===== src/rtl/enemy_spawner_pkg.sv =====
// rtl/enemy_spawner_pkg.sv - shared state codes, defaults and width helper for the enemy spawner
package enemy_spawner_pkg;

    typedef enum logic [1:0] {
        S_IDLE  = 2'd0,
        S_WAIT  = 2'd1,
        S_OFFER = 2'd2
    } spawn_state_e;

    // Defaults shared with the game-state and render logic.
    localparam int DEF_LEVEL_MAX = 5;
    localparam int DEF_LANES     = 2;

    function automatic int width_of(input int n);
        return (n > 1) ? $clog2(n) : 1;
    endfunction

endpackage


===== src/rtl/enemy_spawner_lfsr_gen.sv =====
// rtl/enemy_spawner_lfsr_gen.sv - right-shifting Galois LFSR with zero-lock guard
module lfsr_gen #(
    parameter int             W    = 16,
    parameter logic [W-1:0]   TAPS = 16'hB400,
    parameter logic [W-1:0]   SEED = 16'hACE1
) (
    input  logic         clock,
    input  logic         rst,
    input  logic         en,
    output logic [W-1:0] q
);

    // An all-zero state would lock the register, so it is replaced by 1.
    localparam logic [W-1:0] INIT = (SEED == '0) ? {{(W-1){1'b0}}, 1'b1} : SEED;

    logic [W-1:0] q_q;
    logic [W-1:0] q_d;

    always_comb begin
        q_d = q_q;
        if (en) begin
            q_d = q_q >> 1;
            if (q_q[0]) begin
                q_d = q_d ^ TAPS;
            end
            if (q_d == '0) begin
                q_d = INIT;
            end
        end
    end

    always_ff @(posedge clock or posedge rst) begin
        if (rst) begin
            q_q <= INIT;
        end else begin
            q_q <= q_d;
        end
    end

    assign q = q_q;

endmodule


===== src/rtl/enemy_spawner.sv =====
// rtl/enemy_spawner.sv - obstacle spawn scheduler with LFSR-jittered gaps and rising difficulty
module enemy_spawner
    import enemy_spawner_pkg::*;
#(
    parameter int                  LANES         = DEF_LANES,
    parameter int                  LFSR_W        = 16,
    parameter logic [LFSR_W-1:0]   LFSR_TAPS     = 16'hB400,
    parameter logic [LFSR_W-1:0]   SEED          = 16'hACE1,
    parameter int                  GAP_MIN       = 20,
    parameter int                  JIT_W         = 5,
    parameter int                  JITTER_EN     = 1,
    parameter int                  SPEEDUP_EVERY = 8,
    parameter int                  LEVEL_MAX     = DEF_LEVEL_MAX,
    localparam int                 LANE_W        = width_of(LANES),
    localparam int                 LVL_W         = width_of(LEVEL_MAX + 1)
) (
    input  logic              clock,
    input  logic              rst,
    input  logic              tick,
    input  logic              run,
    output logic              spawn_valid,
    input  logic              spawn_ready,
    output logic [LANE_W-1:0] spawn_lane,
    output logic [LVL_W-1:0]  level
);

    localparam int CNT_W = width_of(GAP_MIN + 2 ** JIT_W);
    localparam int SPD_W = width_of(SPEEDUP_EVERY);

    spawn_state_e      state_q, state_d;
    logic [CNT_W-1:0]  gap_q, gap_d;
    logic [LVL_W-1:0]  level_q, level_d, lvl_next;
    logic [SPD_W-1:0]  spd_q, spd_d, spd_next;
    logic              valid_q, valid_d;
    logic [LANE_W-1:0] lane_q, lane_d, lane_r, lane_map;
    logic [JIT_W-1:0]  rnd;
    logic [LFSR_W-1:0] lfsr;
    logic              lfsr_unused;

    lfsr_gen #(
        .W    (LFSR_W),
        .TAPS (LFSR_TAPS),
        .SEED (SEED)
    ) u_lfsr (
        .clock (clock),
        .rst   (rst),
        .en    (run),
        .q     (lfsr)
    );

    assign lfsr_unused = ^lfsr;
    assign rnd         = (JITTER_EN != 0) ? lfsr[JIT_W-1:0] : '0;
    assign lane_r      = lfsr[LANE_W-1:0];

    // Fold out-of-range lane codes back into range; the resulting bias is acceptable.
    always_comb begin
        lane_map = lane_r;
        if (int'(lane_r) >= LANES) begin
            lane_map = LANE_W'(int'(lane_r) - LANES);
        end
    end

    function automatic logic [CNT_W-1:0] gap_for(input logic [JIT_W-1:0] r,
                                                 input logic [LVL_W-1:0] lvl);
        logic [JIT_W-1:0] ext;
        ext = r >> lvl;
        return CNT_W'(GAP_MIN) + CNT_W'(ext);
    endfunction

    always_comb begin
        spd_next = spd_q + SPD_W'(1);
        lvl_next = level_q;
        if (spd_q == SPD_W'(SPEEDUP_EVERY - 1)) begin
            spd_next = '0;
            if (level_q != LVL_W'(LEVEL_MAX)) begin
                lvl_next = level_q + LVL_W'(1);
            end
        end
    end

    always_comb begin
        state_d = state_q;
        gap_d   = gap_q;
        level_d = level_q;
        spd_d   = spd_q;
        valid_d = valid_q;
        lane_d  = lane_q;
        if (!run) begin
            state_d = S_IDLE;
            valid_d = 1'b0;
        end else begin
            case (state_q)
                S_IDLE: begin
                    state_d = S_WAIT;
                    level_d = '0;
                    spd_d   = '0;
                    gap_d   = gap_for(rnd, '0);
                end
                S_WAIT: begin
                    if (tick) begin
                        if (gap_q <= CNT_W'(1)) begin
                            state_d = S_OFFER;
                            valid_d = 1'b1;
                            lane_d  = lane_map;
                            gap_d   = '0;
                        end else begin
                            gap_d = gap_q - CNT_W'(1);
                        end
                    end
                end
                S_OFFER: begin
                    // tick is deliberately ignored here; only the handshake moves on.
                    if (spawn_ready) begin
                        state_d = S_WAIT;
                        valid_d = 1'b0;
                        level_d = lvl_next;
                        spd_d   = spd_next;
                        gap_d   = gap_for(rnd, lvl_next);
                    end
                end
                default: state_d = S_IDLE;
            endcase
        end
    end

    always_ff @(posedge clock or posedge rst) begin
        if (rst) begin
            state_q <= S_IDLE;
            gap_q   <= '0;
            level_q <= '0;
            spd_q   <= '0;
            valid_q <= 1'b0;
            lane_q  <= '0;
        end else begin
            state_q <= state_d;
            gap_q   <= gap_d;
            level_q <= level_d;
            spd_q   <= spd_d;
            valid_q <= valid_d;
            lane_q  <= lane_d;
        end
    end

    assign spawn_valid = valid_q;
    assign spawn_lane  = lane_q;
    assign level       = level_q;

endmodule


===== config.mk =====
export PLATFORM = sky130hd
export DESIGN_NAME = enemy_spawner
export DESIGN_NICKNAME = d
export VERILOG_FILES = /design/src/rtl/enemy_spawner_pkg.sv /design/src/rtl/enemy_spawner_lfsr_gen.sv /design/src/rtl/enemy_spawner.sv
export SDC_FILE = /design/constraint.sdc
export NUM_CORES = 1
export LEC_CHECK = 0
export BUFFER_PORTS_ARGS = -buffer_cell sky130_fd_sc_hd__buf_2
export CORE_ASPECT_RATIO = 2
export CORE_UTILIZATION = 65
export CTS_CLUSTER_SIZE = 16
export DETAILED_ROUTE_END_ITERATION = 7
export GPL_ROUTABILITY_DRIVEN = 0
export PLACE_DENSITY_LB_ADDON = 0.12
export RECOVER_POWER = 25
export SLEW_MARGIN = 20
export SYNTH_ARGS = -nofsm -noshare
export SYNTH_HDL_FRONTEND = slang
export SYNTH_SLANG_ARGS = --single-unit

===== constraint.sdc =====
create_clock -name clock -period 5.8 [get_ports clock]
set_input_delay 0.58 -clock clock [delete_from_list [all_inputs] [get_ports clock]]
set_output_delay 0.58 -clock clock [all_outputs]
set_load 0.02 [all_outputs]

==> flow_summary_export.csv <==
group,metric,value,unit
power_and_ir_drop,intPower,570,uW
placed_design,numPortBuffers,9,
floorplanning,io_pins,10,
timing,max_freq,365,MHz
critical_path,cpMaxStageDelayCell,"dfrtp_1",
synth,syn_avg_cell_area,9.74,um^2
route,vias,1664,
clock_tree,tritoncts,"yes",
timing,fin_crit,2740,ps
floorplanning,die_w,41.9,um
synth,synth_xor_area_share,2.12,%
floorplanning,coreArea,2980,um^2
grt,grt_pass1_wl,7670,um
floorplanning,num_rows,28,
power_and_ir_drop,p_clk_share,22.6,%
timing,slew_headroom,-14.9,%
cells_and_area,finalNetCount,234,
worst_hold_path,hp-class,"register to register",
synth,synth_ff_type,"dfrtp_1",
synth,synthTopCellsByArea,"dfrtp_1, dfstp_2, ha_1",
timing,setup_ws,3060,ps
route,via_per_inst,6.71,
synth,synth_mux_area_share,5.39,%
grt,grtUsageMet2,54.1,%
clock_tree,post_cts_resized,0,
timing,setup_viol,0,
synth,syn_area,2060,um^2
cells_and_area,n_antenna_cell,0,
timing,tightest_slew,1720,ps
clock_tree,numCtsBuffers,5,
timing,rsz0062_at_grt,"no",
synth,syn_inst,212,
cells_and_area,final_util,74.2,%
power_and_ir_drop,p_comb_share,36.1,%
grt,grt_usage,29.2,%
power_and_ir_drop,p_seq_share,41.3,%
placed_design,place_hpwl,3240,um
grt,grt_overflow_total,0,
synth,synth_top_area_cell,"dfrtp_1",
synth,synth_compound_area_share,24.7,%
timing,fin_skew,5.40,ps
route,dr.pass1.iters,4,
clock_tree,cts_buffer_depth,2,
route,avgRoutedWirePerCell,18.2,um
synth,yosysTopAreaCellShare,29.1,%
timing,hold_viol,0,
clock_tree,cts_max_level,2,
synth,ys_ff_latch,32,
cells_and_area,drive_above_1_share,17.4,%
route,drc,0,
power_and_ir_drop,switchingPower,339,uW
synth,syn_nets,229,
critical_path,critical_path_class,"register to register",
clock_tree,cts_setup_buffers,0,
run_status,status,"complete, but fails checks",
clock_tree,clock-root-buffer,"clkbuf_8",
synth,async_flop_share,100,%
critical_path,worstPathCellList,"ha_1 > and2_1 > a32oi_1 > o22ai_1 > or2_2 > ha_1 > a22o_1 > a22o_1",
critical_path,endpoint_kind,"register",
power_and_ir_drop,vdd_drop_max,0.000313,V
power_and_ir_drop,leakage,0.967,nW
run,max_cap_violations,1,
timing,maxSlewViolCount,33,
synth,synth_common_cells,"dfrtp_1, o21ai_0, inv_1",
clock_tree,clk_pin_slew_worst_paths,60,ps
grt,antenna_found_initial,0,
critical_path,start_kind,"register",
clock_tree,insertion_delay,280,ps
placed_design,dp_slack,3120,ps
timing,fin_setup_tns,0,ps
grt,grt-busiest-layer,"met2",
grt,grt_max_degree,33,
synth,synth_top_family_by_area,"compound AO/OA/AOI/OAI gates",
synth,yosysUniqueCellTypes,51,
critical_path,required,5970,ps
synth,synthAdderAreaFrac,7.27,%
floorplanning,die_height,81.7,um
timing,finalCritPeriodShare,47.3,%
cells_and_area,area_delta_synth_final,7.03,%
grt,use_met3,6.59,%
synth,synth_enable_flop_cells,0,
power_and_ir_drop,swShare,37.3,%
synth,yosys.area_share.simple,16.1,%
synth,yosysSeqAreaShare,39.3,%
synth,yosys_warnings,0,
synth,yosysMostFrequentCell,"dfrtp_1",
floorplanning,die-area,3420,um^2
clock_tree,clock_sinks,32,
run_status,failed_checks,"max-capacitance violations, max-slew violations",
route,first_iter_violations,56,
power_and_ir_drop,p_per_area,411,nW/um^2
floorplanning,start_util,69.3,%
critical_path,max_stage_delay,630,ps
route,postRouteAntennaNets,0,
critical_path,crit_fanout,17,
route,drt-total-wl,4510,um
grt,grt_use_met1,31.8,%
grt,grt_pass1_vias,1734,
clock_tree,hold_buffers,0,
critical_path,worstPathArrival,2920,ps
stage by stage:
stage	cell area, um^2	std cells	power (mW)	hold slack [ps]
after detailed placement	2110	240	0.705	488
after global routing	2210	248	0.970	549
after global placement	2110	240	0.682	486
final	2210	248	0.909	496
after CTS	2210	248	0.912	378
after floorplan	2060	212	0.621	453
power by group through the flow:
stage          logic (mW)  clock network, mW  registers [mW]
2_1_floorplan       0.266                  0           0.355
3_3_place_gp        0.310                  0           0.372
3_5_place_dp        0.328                  0           0.377
4_1_cts             0.330              0.209           0.373
5_1_grt             0.368              0.218           0.383
6_report            0.328              0.205           0.376
final timing paths:
path                                       from                      end  slack [ps]  depth (start not counted)
max in group asynchronous                   rst     spd_q[0]$_DFFE_PP0P_        3900                          3
hold / removal             gap_q[4]$_DFFE_PP0P_     gap_q[4]$_DFFE_PP0P_         500                          2
setup / recovery           level[0]$_DFFE_PP0P_     gap_q[3]$_DFFE_PP0P_        3060                          8
min in group asynchronous                   rst  spawn_valid$_DFFE_PP0P_         900                          3
hold reg to reg            gap_q[4]$_DFFE_PP0P_     gap_q[4]$_DFFE_PP0P_         500                          2
setup reg to reg           level[0]$_DFFE_PP0P_     gap_q[3]$_DFFE_PP0P_        3060                          8
per-layer routing:
layer | vias up | wire length, um
met5 | - | 0
met4 | 0 | 71
met3 | 8 | 154
met2 | 43 | 2530
met1 | 817 | 1750
li1 | 796 | -
cell type report:
class | count | area, um^2
Timing Repair Buffer | 10 | 48.8
Clock inverter | 2 | 35.0
Multi-Input combinational cell | 153 | 1150
Inverter | 15 | 56.3
Clock buffer | 6 | 72.6
Sequential cell | 32 | 811
Tap cell | 30 | 37.5
Fill cell | 228 | 768
sequential cells by signal, summed over array words and instances (netlist names):
register     flops
state_q          2
spawn_valid      1
level            3
u_lfsr.q        16
gap_q            6
spawn_lane       1
spd_q            3
cells by family after synthesis:
family	after synthesis
fa+ha+maj	12
xor+xnor	5
flops	32
mux	8
compound gates	69
simple gates	59
buf+inv	27
critical path: cells and delay by family (launching register included):
family | cells | cell delay (ps)
flops | 1 | 630
fa+ha+maj | 2 | 640
compound gates | 4 | 860
simple gates | 2 | 500
cell usage in the layout (no fill, tap or decap), types with 6 or more instances in the layout:
master / instances
a21oi_1: 6
a22o_1: 8
buf_2: 9
dfrtp_1: 24
dfstp_2: 8
ha_1: 12
inv_1: 15
nand2_1: 11
nand3_1: 7
nor2_1: 11
o21ai_0: 16
o22a_1: 7
Note: power is estimated with default switching activity, not from simulation.
